<file path="src/rtl/synth_pkg.sv">
// Shared types and constants for the MIDI-to-APB bridge.
// Holds FSM encodings, MIDI status codes and PWDATA field layout.
package synth_pkg;

    typedef enum logic [1:0] {
        P_IDLE,
        P_NOTE,
        P_VEL
    } parser_state_t;

    typedef enum logic [1:0] {
        A_IDLE,
        A_SETUP,
        A_ACCESS
    } apb_state_t;

    localparam logic [3:0] MIDI_NOTE_OFF = 4'h8;
    localparam logic [3:0] MIDI_NOTE_ON  = 4'h9;
    localparam logic [7:0] MIDI_RT_MIN   = 8'hF8;

    localparam int PW_VEL_LSB  = 0;
    localparam int PW_NOTE_LSB = 8;
    localparam int PW_STAT_LSB = 16;

    // Pack a note message; Note On with zero velocity becomes Note Off.
    function automatic logic [23:0] make_msg(
        input logic [7:0] status,
        input logic [7:0] note,
        input logic [7:0] vel
    );
        logic [23:0] m;
        logic [7:0]  st;
        st = status;
        if (status[7:4] == MIDI_NOTE_ON && vel == 8'h00)
            st = {MIDI_NOTE_OFF, status[3:0]};
        m = '0;
        m[PW_STAT_LSB +: 8] = st;
        m[PW_NOTE_LSB +: 8] = note;
        m[PW_VEL_LSB +: 8]  = vel;
        return m;
    endfunction

endpackage

</file>
<file path="src/rtl/midi_msg_parser.sv">
// MIDI byte-stream parser for Note On/Off with running status.
// Emits a one-cycle msg_valid alongside the packed 24-bit message.
module midi_msg_parser
    import synth_pkg::*;
#(
    parameter bit         CHAN_FILTER_EN = 1'b0,
    parameter logic [3:0] CHANNEL        = 4'h0
) (
    input  logic        clk,
    input  logic        n_rst,
    input  logic [7:0]  midi_byte,
    input  logic        midi_valid,
    output logic        msg_valid,
    output logic [23:0] msg
);

    parser_state_t state;
    logic [7:0]    run_status;
    logic [7:0]    note;

    logic is_rt;
    logic is_data;
    logic is_note_st;
    logic is_other_st;
    logic chan_ok;

    // Classify the incoming byte and decide whether a message completes
    always_comb begin
        is_rt       = (midi_byte >= MIDI_RT_MIN);
        is_data     = ~midi_byte[7];
        is_note_st  = midi_byte[7:4] == MIDI_NOTE_OFF
                   || midi_byte[7:4] == MIDI_NOTE_ON;
        is_other_st = ~is_data & ~is_note_st;
        chan_ok     = !CHAN_FILTER_EN
                   || run_status[3:0] == CHANNEL;
        msg_valid   = midi_valid && is_data
                   && state == P_VEL && chan_ok;
        msg         = make_msg(run_status, note, midi_byte);
    end

    // Parser state, running status and note latch
    always_ff @(posedge clk or negedge n_rst) begin
        if (!n_rst) begin
            state      <= P_IDLE;
            run_status <= 8'h00;
            note       <= 8'h00;
        end else if (midi_valid && !is_rt) begin
            unique case (1'b1)
                is_note_st: begin
                    run_status <= midi_byte;
                    state      <= P_NOTE;
                end
                is_other_st: begin
                    run_status <= 8'h00;
                    state      <= P_IDLE;
                end
                is_data: begin
                    unique case (state)
                        P_NOTE: begin
                            note  <= midi_byte;
                            state <= P_VEL;
                        end
                        P_VEL:   state <= P_NOTE;
                        default: state <= P_IDLE;
                    endcase
                end
            endcase
        end
    end

endmodule

</file>
<file path="src/rtl/midi_apb_master.sv">
// MIDI note messages to APB writes toward the synthesizer slave.
// One-entry pending buffer, sticky overflow, no wait states.
module midi_apb_master
    import synth_pkg::*;
#(
    parameter bit         CHAN_FILTER_EN = 1'b0,
    parameter logic [3:0] CHANNEL        = 4'h0
) (
    input  logic        clk,
    input  logic        n_rst,
    input  logic [7:0]  midi_byte,
    input  logic        midi_valid,
    input  logic        ovf_clear,
    output logic        PSEL,
    output logic        PENABLE,
    output logic        PWRITE,
    output logic [31:0] PWDATA,
    output logic        busy,
    output logic        overflow
);

    logic        msg_valid;
    logic [23:0] msg;
    logic        pend_valid;
    logic [23:0] pend_msg;
    apb_state_t  apb_state;
    logic        drain;
    logic        ovf_set;

    midi_msg_parser #(
        .CHAN_FILTER_EN (CHAN_FILTER_EN),
        .CHANNEL        (CHANNEL)
    ) u_parser (
        .clk        (clk),
        .n_rst      (n_rst),
        .midi_byte  (midi_byte),
        .midi_valid (midi_valid),
        .msg_valid  (msg_valid),
        .msg        (msg)
    );

    // Pending entry leaves whenever the APB side can start a new setup
    always_comb begin
        drain   = pend_valid
               && (apb_state == A_IDLE || apb_state == A_ACCESS);
        ovf_set = msg_valid && pend_valid && !drain;
        busy    = pend_valid || apb_state != A_IDLE;
    end

    // One-entry pending buffer; a drain frees room on the same edge
    always_ff @(posedge clk or negedge n_rst) begin
        if (!n_rst) begin
            pend_valid <= 1'b0;
            pend_msg   <= 24'h0;
        end else if (msg_valid && (!pend_valid || drain)) begin
            pend_valid <= 1'b1;
            pend_msg   <= msg;
        end else if (drain) begin
            pend_valid <= 1'b0;
        end
    end

    // Sticky overflow; a new drop outranks a clear on the same edge
    always_ff @(posedge clk or negedge n_rst) begin
        if (!n_rst)
            overflow <= 1'b0;
        else if (ovf_set)
            overflow <= 1'b1;
        else if (ovf_clear)
            overflow <= 1'b0;
    end

    // APB master FSM with registered bus outputs
    always_ff @(posedge clk or negedge n_rst) begin
        if (!n_rst) begin
            apb_state <= A_IDLE;
            PSEL      <= 1'b0;
            PENABLE   <= 1'b0;
            PWRITE    <= 1'b0;
            PWDATA    <= 32'h0;
        end else begin
            unique case (apb_state)
                A_IDLE: begin
                    if (pend_valid) begin
                        apb_state <= A_SETUP;
                        PSEL      <= 1'b1;
                        PENABLE   <= 1'b0;
                        PWRITE    <= 1'b1;
                        PWDATA    <= {8'h00, pend_msg};
                    end
                end
                A_SETUP: begin
                    apb_state <= A_ACCESS;
                    PENABLE   <= 1'b1;
                end
                A_ACCESS: begin
                    if (pend_valid) begin
                        apb_state <= A_SETUP;
                        PENABLE   <= 1'b0;
                        PWDATA    <= {8'h00, pend_msg};
                    end else begin
                        apb_state <= A_IDLE;
                        PSEL      <= 1'b0;
                        PENABLE   <= 1'b0;
                        PWRITE    <= 1'b0;
                    end
                end
                default: begin
                    apb_state <= A_IDLE;
                    PSEL      <= 1'b0;
                    PENABLE   <= 1'b0;
                    PWRITE    <= 1'b0;
                end
            endcase
        end
    end

endmodule

</file>
<file path="config.mk">
export PLATFORM = sky130hd
export DESIGN_NAME = midi_apb_master
export DESIGN_NICKNAME = d
export VERILOG_FILES = /design/src/rtl/synth_pkg.sv /design/src/rtl/midi_msg_parser.sv /design/src/rtl/midi_apb_master.sv
export SDC_FILE = /design/constraint.sdc
export NUM_CORES = 1
export LEC_CHECK = 0
export CAP_MARGIN = 40
export CORE_ASPECT_RATIO = 0.75
export CORE_MARGIN = 4
export CORE_UTILIZATION = 52
export CTS_CLUSTER_SIZE = 20
export DETAILED_ROUTE_END_ITERATION = 6
export PLACE_DENSITY_LB_ADDON = 0.15
export SETUP_SLACK_MARGIN = 0.2
export SYNTH_ARGS = -nofsm -noshare
export SYNTH_HDL_FRONTEND = slang
export SYNTH_SLANG_ARGS = --single-unit
export TNS_END_PERCENT = 5
</file>
<file path="constraint.sdc">
create_clock -name clk -period 1.8 [get_ports clk]
set_input_delay 0.54 -clock clk [delete_from_list [all_inputs] [get_ports clk]]
set_output_delay 0.54 -clock clk [all_outputs]
set_load 0.01 [all_outputs]
</file>
# --- After elaboration in Yosys (flattened, before gate mapping) ---
# Cells that the tools add are included.
word_totals:
  wordCells: 67
  ff_bits: 69
  out_inout_bits: 37
  inputBits: 12
classes:
  n_eq_ne: 9
  reduce_logical: 26
  mux: 17
  bitwise: 4
  n_lt_le_gt_ge: 1
op_table:
  columns: ["cell", "n"]
  rows:
  - ["one-hot mux 8 bit (2 select lines)", 1]
  - ["equality test 4 bit, second input constant", 3]
  - ["one-hot mux 2 bit (3 select lines)", 2]
  - [">= comparator 8 bit, second input constant", 1]
  - ["logical AND 1 bit", 8]
  - ["zero test 8 bit", 1]
  - ["2-to-1 mux 1 bit", 8]
  - ["2-to-1 mux 8 bit", 1]
  - ["nonzero test 2 bit", 4]
  - ["AND reduction 3 bit", 2]
  - ["equality test 2 x 1 -> 1 bit, second input constant", 2]
  - ["equality test 2 bit, second input constant", 2]
  - ["logical OR 1 bit", 4]
  - ["2-to-1 mux 2 bit", 2]
  - ["!= test 2 bit, second input constant", 2]
  - ["one-hot mux 2 bit (2 select lines)", 1]
  - ["AND reduction 2 bit", 2]
  - ["zero test 1 bit", 3]
  - ["inverter 1 bit", 3]
  - ["one-hot mux 1 bit (3 select lines)", 1]
  - ["zero test 2 bit", 1]
  - ["one-hot mux 1 bit (2 select lines)", 1]
  - ["OR reduction 2 bit", 1]
  - ["bitwise AND 1 bit", 1]

# --- Logic depth before layout (Yosys ltp) ---
depth:
  word_depth: 6
  ltp_mapped: 6
  mapped_depth_nobuf: 4

# --- By module ---
# From an unflattened synthesis, not the netlist that was laid out.
hier_totals:
  cells_unflattened: 191
  hier_area_um2: 2972.9
modules_own_cells:
  columns: ["mod", "area_each_um2", "instances", "cells_per_inst", "seq_area_each_um2"]
  rows:
  - ["midi_apb_master", 2149.6, 1, 126, 1326.3]
  - ["midi_msg_parser", 823.3, 1, 65, 425.4]

# --- Worst setup path before layout ---
# No wires, ideal clock.
synth_timing:
  kind: "input -> register"
  from: "input midi_byte[7]"
  to: "register pend_msg[10]"
  setup_ns: 0.125
  required_time_ns: 1.675
  path_slack_ns: 0.262
  t_arrival_ns: 1.413
  n_path_buf: 2
  cell_stages: 5
  path_cell_list: "nand4bb_4 -> nand2b_4 -> buf_6 -> buf_12 -> mux2_4"
synth_between:
  elab_chain_cells: 4
synth_lines:
  columns: ["element", "line_no", "source"]
  rows:
  - ["from (decl)", "midi_apb_master.sv:11", "input logic [7:0] midi_byte,"]
  - ["inverter 1 bit (no line)", null, null]
  - ["logical AND 1 bit", "midi_msg_parser.sv:36", "msg_valid = midi_valid && is_data"]
  - ["logical AND 1 bit", "midi_msg_parser.sv:37", "&& state == P_VEL && chan_ok;"]
  - ["logical AND 1 bit", "midi_apb_master.sv:55", "end else if (msg_valid && (!pend_valid || drain)) begin"]
  - ["to (signal assigned)", "midi_apb_master.sv:57", "pend_msg <= msg;"]
  - ["to (decl)", "midi_apb_master.sv:25", "logic [23:0] pend_msg;"]
# Every way passes these cells.
# A chain may end at the register's enable or synchronous reset.

# --- Worst setup path in the final report ---
layout_timing:
  from: "register apb_state[0]"
  to: "output busy"
layout_between:
  elab_chain_cells: 2
layout_lines:
  columns: ["element", "line_no", "source"]
  rows:
  - ["from (decl)", "midi_apb_master.sv:26", "apb_state_t apb_state;"]
  - ["from (signal assigned)", "midi_apb_master.sv:76", "apb_state <= A_IDLE;"]
  - ["from (signal assigned)", "midi_apb_master.sv:85", "apb_state <= A_SETUP;"]
  - ["from (signal assigned)", "midi_apb_master.sv:93", "apb_state <= A_ACCESS;"]
  - ["nonzero test 2 bit", "midi_apb_master.sv:47", "busy = pend_valid || apb_state != A_IDLE;"]
  - ["logical OR 1 bit", "midi_apb_master.sv:47", null]
  - ["to (decl)", "midi_apb_master.sv:18", "output logic busy,"]
# Every way passes these cells.

==> results.md <==
- Vias in the first global route: 1836
- Clk root buf: clkbuf_8
- Grt total ovfl: 0
- Vias: 1762
- Gate Count Post-Synth: 224
- Cell type with the largest total area after synthesis: dfrtp_1
- Register clock-pin slew on the reported worst setup and hold paths: 70 ps
- Die W: 92.49 um
- Post-DRT Antenna Nets: 0
- # clock sinks: 68
- Vias per inst: between 4 and 5
- Initial Util: 55.27%
- Setup crit end kind: output pin
- Core area: between 0.005 and 0.006 mm2
- Register bit total from synthesis: around 70
- Max frequency: about 0.56 GHz
- Wire length per cell: 15.83 um
- Iteration-0 DRC count of the detailed router: 75
- CTS tree: yes
- Status: finished, final reports clean
- Post-Syn Area: about 0.0028 mm2
- Area occupied by multi-input gates: about 990 um2
- Fraction of layout cells with a size suffix above 1: 26.64%
- GPL Wtd Cong: around 0.78
- Port buffer count: 39
- Ports: 49
- Initial antenna violation count: 0
- Worst reg-to-reg setup slack: between 300 and 400 ps
- Synth Area per Inst: 12.43 um2
- WP buf/inv: 1
- Top-area cell type share of the netlist area: 61.12%
- Fillers: 414
- Min Clock Period, post-route: 1778 ps
- Post-synthesis cell type count: 32
- Die area: 0.006601 mm2
- Slew Viols, Final: 0
- CTS max path bufs: 2
- Register area: 0.001702 mm2
- Worst path max stage delay: 380 ps
- ANT cells: 0
- Total Wirelength: 5.715 mm
- Pwr dens: 1048 mW/mm2
- Critical Path RT: approximately 1300 ps
- DRC violations left: 0
- Max-cap violation count: 0
- Worst-path fanout max: 2
- Final hold slack: 56.64 ps
- RSZ-0062 raised after global routing: true
- DR pass1 iterations: 4
- Final nets: ~300
- Max VDD drop: 769.4 uV
- Pleak: 1.978 nW
- Dpl ws: -268.5 ps
- Critical path's top delay family: simple AND/OR/NAND/NOR gates
- Max Clock Skew: 5.969 ps
- Die height: 71.37 um
- Crit Path Class: reg -> out
- Startpoint types: flop
- Row count: 22
- Async S/R FF share, synth: 100.0%
- Worst setup margin: 21.76 ps
- Largest net degree at the start of global routing: 60
- Post-DP HPWL: just under 4 mm
- Post-synth EDFFs: 0
- Count leader, synth: nand2_1
- Warning count from the yosys run: 0
- Top post-synthesis cells by area: dfrtp_1 (61%), mux2_4 (10%), nand2_1 (9.8%), mux2_2 (4.4%), buf_4 (2.7%)
- Total GRT Usage: about a fifth
- Clk_lat worst skew: 340 ps
- Hold Vio Cnt, Final: 0
- Slowest cell on the critical path: or3_1
- Final Non-Filler Cells: approximately 360
- Post-synthesis sequential area ratio: 61.12%
- Synth top cells by count: nand2_1 (73), dfrtp_1 (68), mux2_4 (19)
- Period utilization: 98.79%
- Top FF cell, synth: dfrtp_1
- Critical-path cell list: or3_1 > buf_2
- Hold Crit Class: in -> async
- Arr. time, crit path: roughly 1200 ps
- Area grow syn2layout: 26.38%
- Dpl cells: approximately 350
- Endpoints failing setup: 0
- First-pass GRT wire length: 9.294 mm
- CTS Buf Count: 9
- Htree depth: 3
==> registers in the layout (all words and copies together) (netlist names) <==
| register | flops |
|---|---|
| pend_msg | 23 |
| apb_state | 1 |
| u_parser.state | 2 |
| pend_valid | 1 |
| u_parser.note | 7 |
| PWRITE | 1 |
| PENABLE | 1 |
| PWDATA | 23 |
| overflow | 1 |
| u_parser.run_status | 8 |
==> cell families after synthesis <==
kind of cell,share of synthesized area [%]
simple gates,14.88
compound gates,3.191
buf+inv,5.977
flops,61.12
other cells,0.1347
mux,14.70
==> cell usage in the layout (no fill, tap or decap), drive strengths merged, types with 3 or more instances in the layout <==
cell type / netlist / final
and2: 3 / 3
dfrtp: 68 / 68
conb: 1 / 9
clkinv: 1 / 3
inv: 3 / 3
buf: 15 / 25
a22o: 5 / 5
dlygate4sd2: 0 / 26
mux2: 30 / 30
clkbuf: 4 / 13
nand2: 73 / 73
clkdlybuf4s50: 0 / 6
==> worst paths after layout <==
check / startpoint / endpoint / depth (start not counted)
max in group asynchronous: n_rst / u_parser.state[1] / 2
min reg2reg: PWDATA[9] / PWDATA[9] / 2
min in group clk: PWDATA[9] / PWDATA[9] / 2
min: n_rst / PWDATA[23] / 1
max reg2reg: u_parser.state[0] / pend_msg[21] / 4
max: apb_state[0] / busy / 2
==> cell type report <==
| class | count | area share [%] |
|---|---|---|
| flip-flops and latches | 68 | 48.36 |
| multi-input cells | 141 | 28.20 |
| repair buffers | 61 | 15.65 |
| clock buffers | 13 | 4.516 |
| well taps | 72 | 2.560 |
| inverters | 4 | 0.4267 |
| clock inverters | 2 | 0.2845 |
==> routing by layer <==
metal / share of wire [%] / global-route usage (%)
met5: 0 / 0
met4: 1.0 / 4.778
met3: 5.8 / 7.240
met2: 48 / 29.74
met1: 45 / 24.16
==> through the flow <==
step           TNS [ps]  cell area (um2)  total power [mW]  utilization (%)
6_report              0             3518             3.686            69.85
4_1_cts               0             3490             3.712            69.27
3_3_place_gp      -6276             3341             2.637            66.32
5_1_grt          -36.96             3518             3.874            69.85
2_1_floorplan         0             2814             2.349                -
3_5_place_dp      -7097             3341             2.670            66.32
==> power by group <==
group          internal [mW]  total (mW)  switching [mW]  leakage [nW]
sequential              1.80        1.96           0.158         0.915
clock                  0.564        1.10           0.533        0.0893
combinational          0.380       0.630           0.250         0.973
==> repair_timing <==
action | in CTS | in global routing
setup endpoints to repair | 58 | 5
gates resized for setup | 42 | 7
setup buffers | 0 | 0
pin swaps | 2 | 1
hold buffers | 0 | 0
No activity file was read; power rests on OpenSTA's default activity.
